===== src/rtl/dram_seq.sv =====
// dram_seq -- word-access sequencer for a multiplexed-address asynchronous DRAM.
//
// Turns a level-sensitive word request into RAS/CAS/WE strobe timing for a
// 1M x 16 DRAM. It drives a split data bus, and the top level merges
// dq_out/dq_oe onto the inout line. Optionally it issues periodic
// CAS-before-RAS refresh.
//
// Build option:
//   DRAM_SEQ_REFRESH_EN  when defined, the refresh counter, ref_pend and the
//                        RCAS/RRAS/RPRE sequence are compiled in. When it is
//                        undefined, ref_pend is tied low and access timing is
//                        unchanged.
//
// Ports:
//   clk, rst_n        clock, asynchronous active-low reset
//   req, rnw          access request (level), 1 = read / 0 = write
//   addr[19:0]        word address: [9:0] row, [19:10] column
//   bsel[1:0]         byte select: [1] upper, [0] lower
//   wrdata[15:0]      write data
//   rddata[15:0]      registered read data
//   ack               one-clock completion pulse
//   busy              high whenever the sequencer is not idle
//   ma[9:0]           multiplexed DRAM address
//   ras_n, ucas_n, lcas_n, we_n   DRAM strobes
//   dq_out, dq_oe     write data and output enable toward the DRAM
//   dq_in             read data from the DRAM
module dram_seq #(
    parameter int RAS_CYC    = 2,
    parameter int CAS_CYC    = 2,
    parameter int PRE_CYC    = 2,
    parameter int REF_PERIOD = 250
) (
    input  logic        clk,
    input  logic        rst_n,
    input  logic        req,
    input  logic        rnw,
    input  logic [19:0] addr,
    input  logic [1:0]  bsel,
    input  logic [15:0] wrdata,
    output logic [15:0] rddata,
    output logic        ack,
    output logic        busy,
    output logic [9:0]  ma,
    output logic        ras_n,
    output logic        ucas_n,
    output logic        lcas_n,
    output logic        we_n,
    output logic [15:0] dq_out,
    output logic        dq_oe,
    input  logic [15:0] dq_in
);

    typedef enum logic [2:0] {IDLE, ROW, COL, CAS, PRE, RCAS, RRAS, RPRE} state_t;

    state_t      state;
    logic [15:0] cnt;
    logic        ref_pend;
    logic        accept;

    // Request fields held for the whole access
    logic        rnw_r;
    logic [9:0]  col_r;
    logic [1:0]  bsel_r;
    logic [15:0] wrdata_r;

    assign accept = (state == IDLE) && !ref_pend && req;

`ifdef DRAM_SEQ_REFRESH_EN
    logic [15:0] ref_cnt;
    logic        ref_take;

    // The refresh sequence starts on the same edge that clears the request.
    assign ref_take = (state == IDLE) && ref_pend;

    // Free-running period counter. A wrap sets ref_pend even on the edge that
    // would clear it, so a refresh is never lost. Repeated wraps collapse into
    // one pending request.
    always_ff @(posedge clk or negedge rst_n) begin
        if (!rst_n) begin
            ref_cnt  <= 16'd0;
            ref_pend <= 1'b0;
        end else if (ref_cnt == 16'(REF_PERIOD - 1)) begin
            ref_cnt  <= 16'd0;
            ref_pend <= 1'b1;
        end else begin
            ref_cnt <= ref_cnt + 16'd1;
            if (ref_take)
                ref_pend <= 1'b0;
        end
    end
`else
    assign ref_pend = 1'b0;
`endif

    // Request capture: data only, no reset needed
    always_ff @(posedge clk) begin
        if (accept) begin
            rnw_r    <= rnw;
            col_r    <= addr[19:10];
            bsel_r   <= bsel;
            wrdata_r <= wrdata;
        end
    end

    // Sequencer. Each state sets the outputs for the next edge, so every
    // output is a register. ma changes only on edges where no strobe falls.
    always_ff @(posedge clk or negedge rst_n) begin
        if (!rst_n) begin
            state  <= IDLE;
            cnt    <= 16'd0;
            ras_n  <= 1'b1;
            ucas_n <= 1'b1;
            lcas_n <= 1'b1;
            we_n   <= 1'b1;
            dq_oe  <= 1'b0;
            dq_out <= 16'd0;
            ma     <= 10'd0;
            ack    <= 1'b0;
            busy   <= 1'b0;
            rddata <= 16'd0;
        end else begin
            ack <= 1'b0;
            case (state)
                IDLE: begin
                    if (ref_pend) begin
                        // CAS-before-RAS: both CAS low while RAS is still high
                        ucas_n <= 1'b0;
                        lcas_n <= 1'b0;
                        we_n   <= 1'b1;
                        ras_n  <= 1'b1;
                        busy   <= 1'b1;
                        state  <= RCAS;
                    end else if (req) begin
                        ma    <= addr[9:0];
                        busy  <= 1'b1;
                        state <= ROW;
                    end
                end
                ROW: begin
                    ras_n <= 1'b0;
                    cnt   <= 16'(RAS_CYC - 2);
                    state <= COL;
                end
                COL: begin
                    if (cnt == 16'd0) begin
                        // Column address, WE and data settle a clock before CAS
                        ma     <= col_r;
                        we_n   <= rnw_r;
                        dq_oe  <= ~rnw_r;
                        dq_out <= wrdata_r;
                        cnt    <= 16'(CAS_CYC);
                        state  <= CAS;
                    end else begin
                        cnt <= cnt - 16'd1;
                    end
                end
                CAS: begin
                    // One setup clock after COL, then CAS_CYC clocks with CAS low
                    if (cnt == 16'(CAS_CYC)) begin
                        ucas_n <= ~bsel_r[1];
                        lcas_n <= ~bsel_r[0];
                    end
                    if (cnt == 16'd0) begin
                        ras_n  <= 1'b1;
                        ucas_n <= 1'b1;
                        lcas_n <= 1'b1;
                        we_n   <= 1'b1;
                        dq_oe  <= 1'b0;
                        ack    <= 1'b1;
                        if (rnw_r && (bsel_r != 2'b00))
                            rddata <= dq_in;
                        cnt   <= 16'(PRE_CYC - 1);
                        state <= PRE;
                    end else begin
                        cnt <= cnt - 16'd1;
                    end
                end
                PRE, RPRE: begin
                    if (cnt == 16'd0) begin
                        busy  <= 1'b0;
                        state <= IDLE;
                    end else begin
                        cnt <= cnt - 16'd1;
                    end
                end
                RCAS: begin
                    ras_n <= 1'b0;
                    cnt   <= 16'(RAS_CYC + CAS_CYC - 1);
                    state <= RRAS;
                end
                RRAS: begin
                    if (cnt == 16'd0) begin
                        ras_n  <= 1'b1;
                        ucas_n <= 1'b1;
                        lcas_n <= 1'b1;
                        cnt    <= 16'(PRE_CYC - 1);
                        state  <= RPRE;
                    end else begin
                        cnt <= cnt - 16'd1;
                    end
                end
                default: state <= IDLE;
            endcase
        end
    end

endmodule

===== config.mk =====
export PLATFORM = sky130hd
export DESIGN_NAME = dram_seq
export DESIGN_NICKNAME = d
export VERILOG_FILES = /design/src/rtl/dram_seq.sv
export SDC_FILE = /design/constraint.sdc
export NUM_CORES = 1
export LEC_CHECK = 0
export ABC_AREA = 1
export BUFFER_PORTS_ARGS = -buffer_cell sky130_fd_sc_hd__buf_2
export CAP_MARGIN = 20
export CORE_ASPECT_RATIO = 1.4
export CORE_MARGIN = 1.5
export CORE_UTILIZATION = 50
export CTS_CLUSTER_DIAMETER = 150
export DETAILED_ROUTE_END_ITERATION = 12
export PLACE_DENSITY = 0.86
export REMOVE_ABC_BUFFERS = 1
export SYNTH_ARGS = -nofsm -noshare
export SYNTH_HDL_FRONTEND = slang
export SYNTH_SLANG_ARGS = --single-unit

===== constraint.sdc =====
create_clock -name clk -period 6 [get_ports clk]
set_clock_uncertainty 0.05 [all_clocks]
set_input_delay 1.2 -clock clk [delete_from_list [all_inputs] [get_ports clk]]
set_output_delay 1.2 -clock clk [all_outputs]
set_load 0.05 [all_outputs]

==> metrics.txt <==
critical path type=reg -> reg; CP arrival=2880 ps; Die W=82.44 um; register area=0.002577 mm2; switching share of power=49.44%; setup ws final=3313 ps; GRT Total Usage=21.18%; synth cell count leaders=202 x nand2_1, 64 x dfrtp_1, 56 x inv_1, 41 x nor2_1, 38 x nand3_1; Placed Cells=about 710; IO Port Bufs=106; Congestion Overflow GR=0; VDD IR-drop max=325.6 uV; most common cell in the netlist=nand2_1; Multi-input gate area=0.001538 mm2; clk_lat worst skew=350 ps; total number of vias=3664; cell-internal power=1.558 mW; Pleak=approximately 2.8 nW; WL met3=438 um; Yosys top cell area share=between 30% and 40%; max_cap viols=0; RSZ-0062 raised after global routing=no; clock power share=about 17%; post-DR vias/cell=5.068; Reg clk slew, reported paths=approximately 70 ps; Flop pwr share=34.5%; core region area=around 0.0086 mm2; mapped cell area=0.004417 mm2; main combinational cell family by area after synthesis=simple AND/OR/NAND/NOR gates; met1 WL=3.638 mm; crit start category=flip-flop; # setup viols final=0; Post-Layout Cell Count=723; root buffer cell=clkbuf_16; share of layout cells above drive strength 1=23.79%; WL met2=4.801 mm; Layout Area Growth over Synthesis=19.83%; Hold Vio Cnt, Final=0; # rows=40; Residual DRC=0; placed wire-length estimate=6.645 mm; CP required=roughly 6200 ps; power per cell area=around 580 mW/mm2; Final #Nets=674; post-CTS setup buffer count=0; TritonCTS clock tree=done; TritonCTS Sinks=97; H-tree depth=3; P_sw=1.524 mW; setup TNS=0 ps; Clock Path Buffers=2; antenna-violating nets left=0; synth warn=0; simple-gate share of the synthesized area=31.47%; slew margin rel.=30.38%; DP Worst Slack=3351 ps; synth unique cells=27; count of state elements after synthesis=97; ant diodes=0; Gate Count Post-Synth=just over 500; Post-Route WL=9.156 mm; dominant cell type by area after synthesis=dfrtp_1; measured slew at the worst slew-check pin=1037 ps; crit end category=flip-flop; # resized after CTS=0; Num CTS Buffers=9; largest net degree at the start of global routing=69; Die Area=0.009414 mm2; Comb pwr share=48.1%; wire per inst=12.66 um; top sig layer=met4; post-synthesis sequential area ratio=between 50 and 60%; Routability Congestion=approximately 0.9; Post-synth EDFFs=29; initial core utilization=about half; multiplexer area fraction after synthesis=0%; ys flop type=dfrtp_1; Max FO, Critical Path=27; detailed-router iteration count before antenna repair=5; DRT iter0 DRCs=193; xor/xnor share of the synthesized area=0%; FMAX=about 0.37 GHz; global-route wire length before repair=15.06 mm; vias in the first global route=approximately 3.5k; Tmin final=2687 ps; max-slew violation count=0; Avg Inst Size Synth=between 8 and 9 um2; Hold/Removal Path Class=reg -> reg; # IOs=approximately 110; initial antenna violation count=0; total power=between 3 and 4 mW; period utilisation layout=roughly 45%; Async SR Flop Fraction=70.10%; Synth Area in Compound Gates=2.436%; Filler Cell Count=695; Synth area leaders=dfrtp_1 36%, edfxtp_1 20%, nand2_1 17%; status=complete, no violations; chip height=114.2 um; Hold Buf Count CTS=0; Adder-Cell Fraction of Synth Area=less than 1%
final timing paths:
check | from | to | slack [ps] | cells past startpoint
max | state[2] | ma[3] | 3310 | 5
min | wrdata_r[10] | dq_out[10] | 390 | 2
max reg2reg | state[2] | ma[3] | 3310 | 5
min reg2reg | wrdata_r[10] | dq_out[10] | 390 | 2
max in group asynchronous | rst_n | cnt[3] | 4360 | 2
min in group asynchronous | rst_n | ma[5] | 980 | 2
power groups by stage:
stage          logic (mW)  clock network, mW  registers, mW
2_1_floorplan       0.618                  0           1.58
3_3_place_gp         1.44                  0           1.06
3_5_place_dp         1.49                  0           1.07
4_1_cts              1.49              0.543           1.06
5_1_grt              1.62              0.566           1.09
6_report             1.48              0.536           1.06
cell usage in the layout (no fill, tap or decap), types with 2 or more instances in the layout:
cell / Yosys / layout
clkbuf_16: 0 / 9
nor2_2: 2 / 3
dfstp_2: 4 / 4
buf_4: 3 / 2
nand2_4: 2 / 2
dfrtp_1: 64 / 64
nand4_1: 15 / 15
nor2_4: 2 / 2
buf_2: 5 / 106
nor2_1: 41 / 40
nand2_1: 202 / 202
ha_1: 3 / 3
inv_8: 0 / 2
nor3_1: 2 / 2
nand3_1: 38 / 38
inv_2: 3 / 3
nor2_8: 3 / 3
a21oi_1: 2 / 2
edfxtp_1: 29 / 29
o21ai_0: 16 / 16
o21ai_1: 2 / 2
clkinvlp_4: 0 / 3
inv_1: 56 / 56
nand2_2: 4 / 4
nand3_4: 2 / 2
cells by family after synthesis:
group | count (synthesis)
and+or+nand+nor | 314
DFF | 97
buffers and inverters | 74
AOI/OAI and AO/OA | 21
adders and majority gates | 3
flip-flops by register name (all words and copies together), names as in the netlist:
name / count
rnw_r: 1
ras_n: 1
ma: 10
ack: 1
wrdata_r: 16
ucas_n: 1
cnt: 16
state: 3
rddata: 16
lcas_n: 1
we_n: 1
dq_out: 16
col_r: 10
dq_oe: 1
busy: 1
bsel_r: 2
layout make-up:
class	count	share of cell area, %
sequential	97	48.70
multi-input combinational	338	29.05
timing repair buffer	108	10.31
clock buffer	9	4.255
inverter	59	4.184
tap	105	2.482
clock inverter	7	1.017
worst max-delay path, cell delays in order, from the launching register on:
cell and delay, ps:
dfrtp_1 460, nor2_2 170, nand2_1 530, o21ai_1 1040, nand2_1 170, o21ai_0 160
metal layers:
layer / vias to the layer above / track usage (%)
met3: 21 / 3.586
met2: 109 / 35.45
met1: 1730 / 25.00
met5: - / 0
met4: 0 / 12.32
li1: 1804 / -
stage by stage:
step | hold WS [ps] | util (%) | area, um2
after floorplan | 368.4 | - | 4334
after global placement | 372.7 | 58.58 | 5014
after detailed placement | 377.7 | 58.58 | 5014
after CTS | 391.4 | 61.84 | 5293
after global routing | 423.4 | 61.84 | 5293
final | 387.2 | 61.84 | 5293
Power figures use the tool's default switching activity.
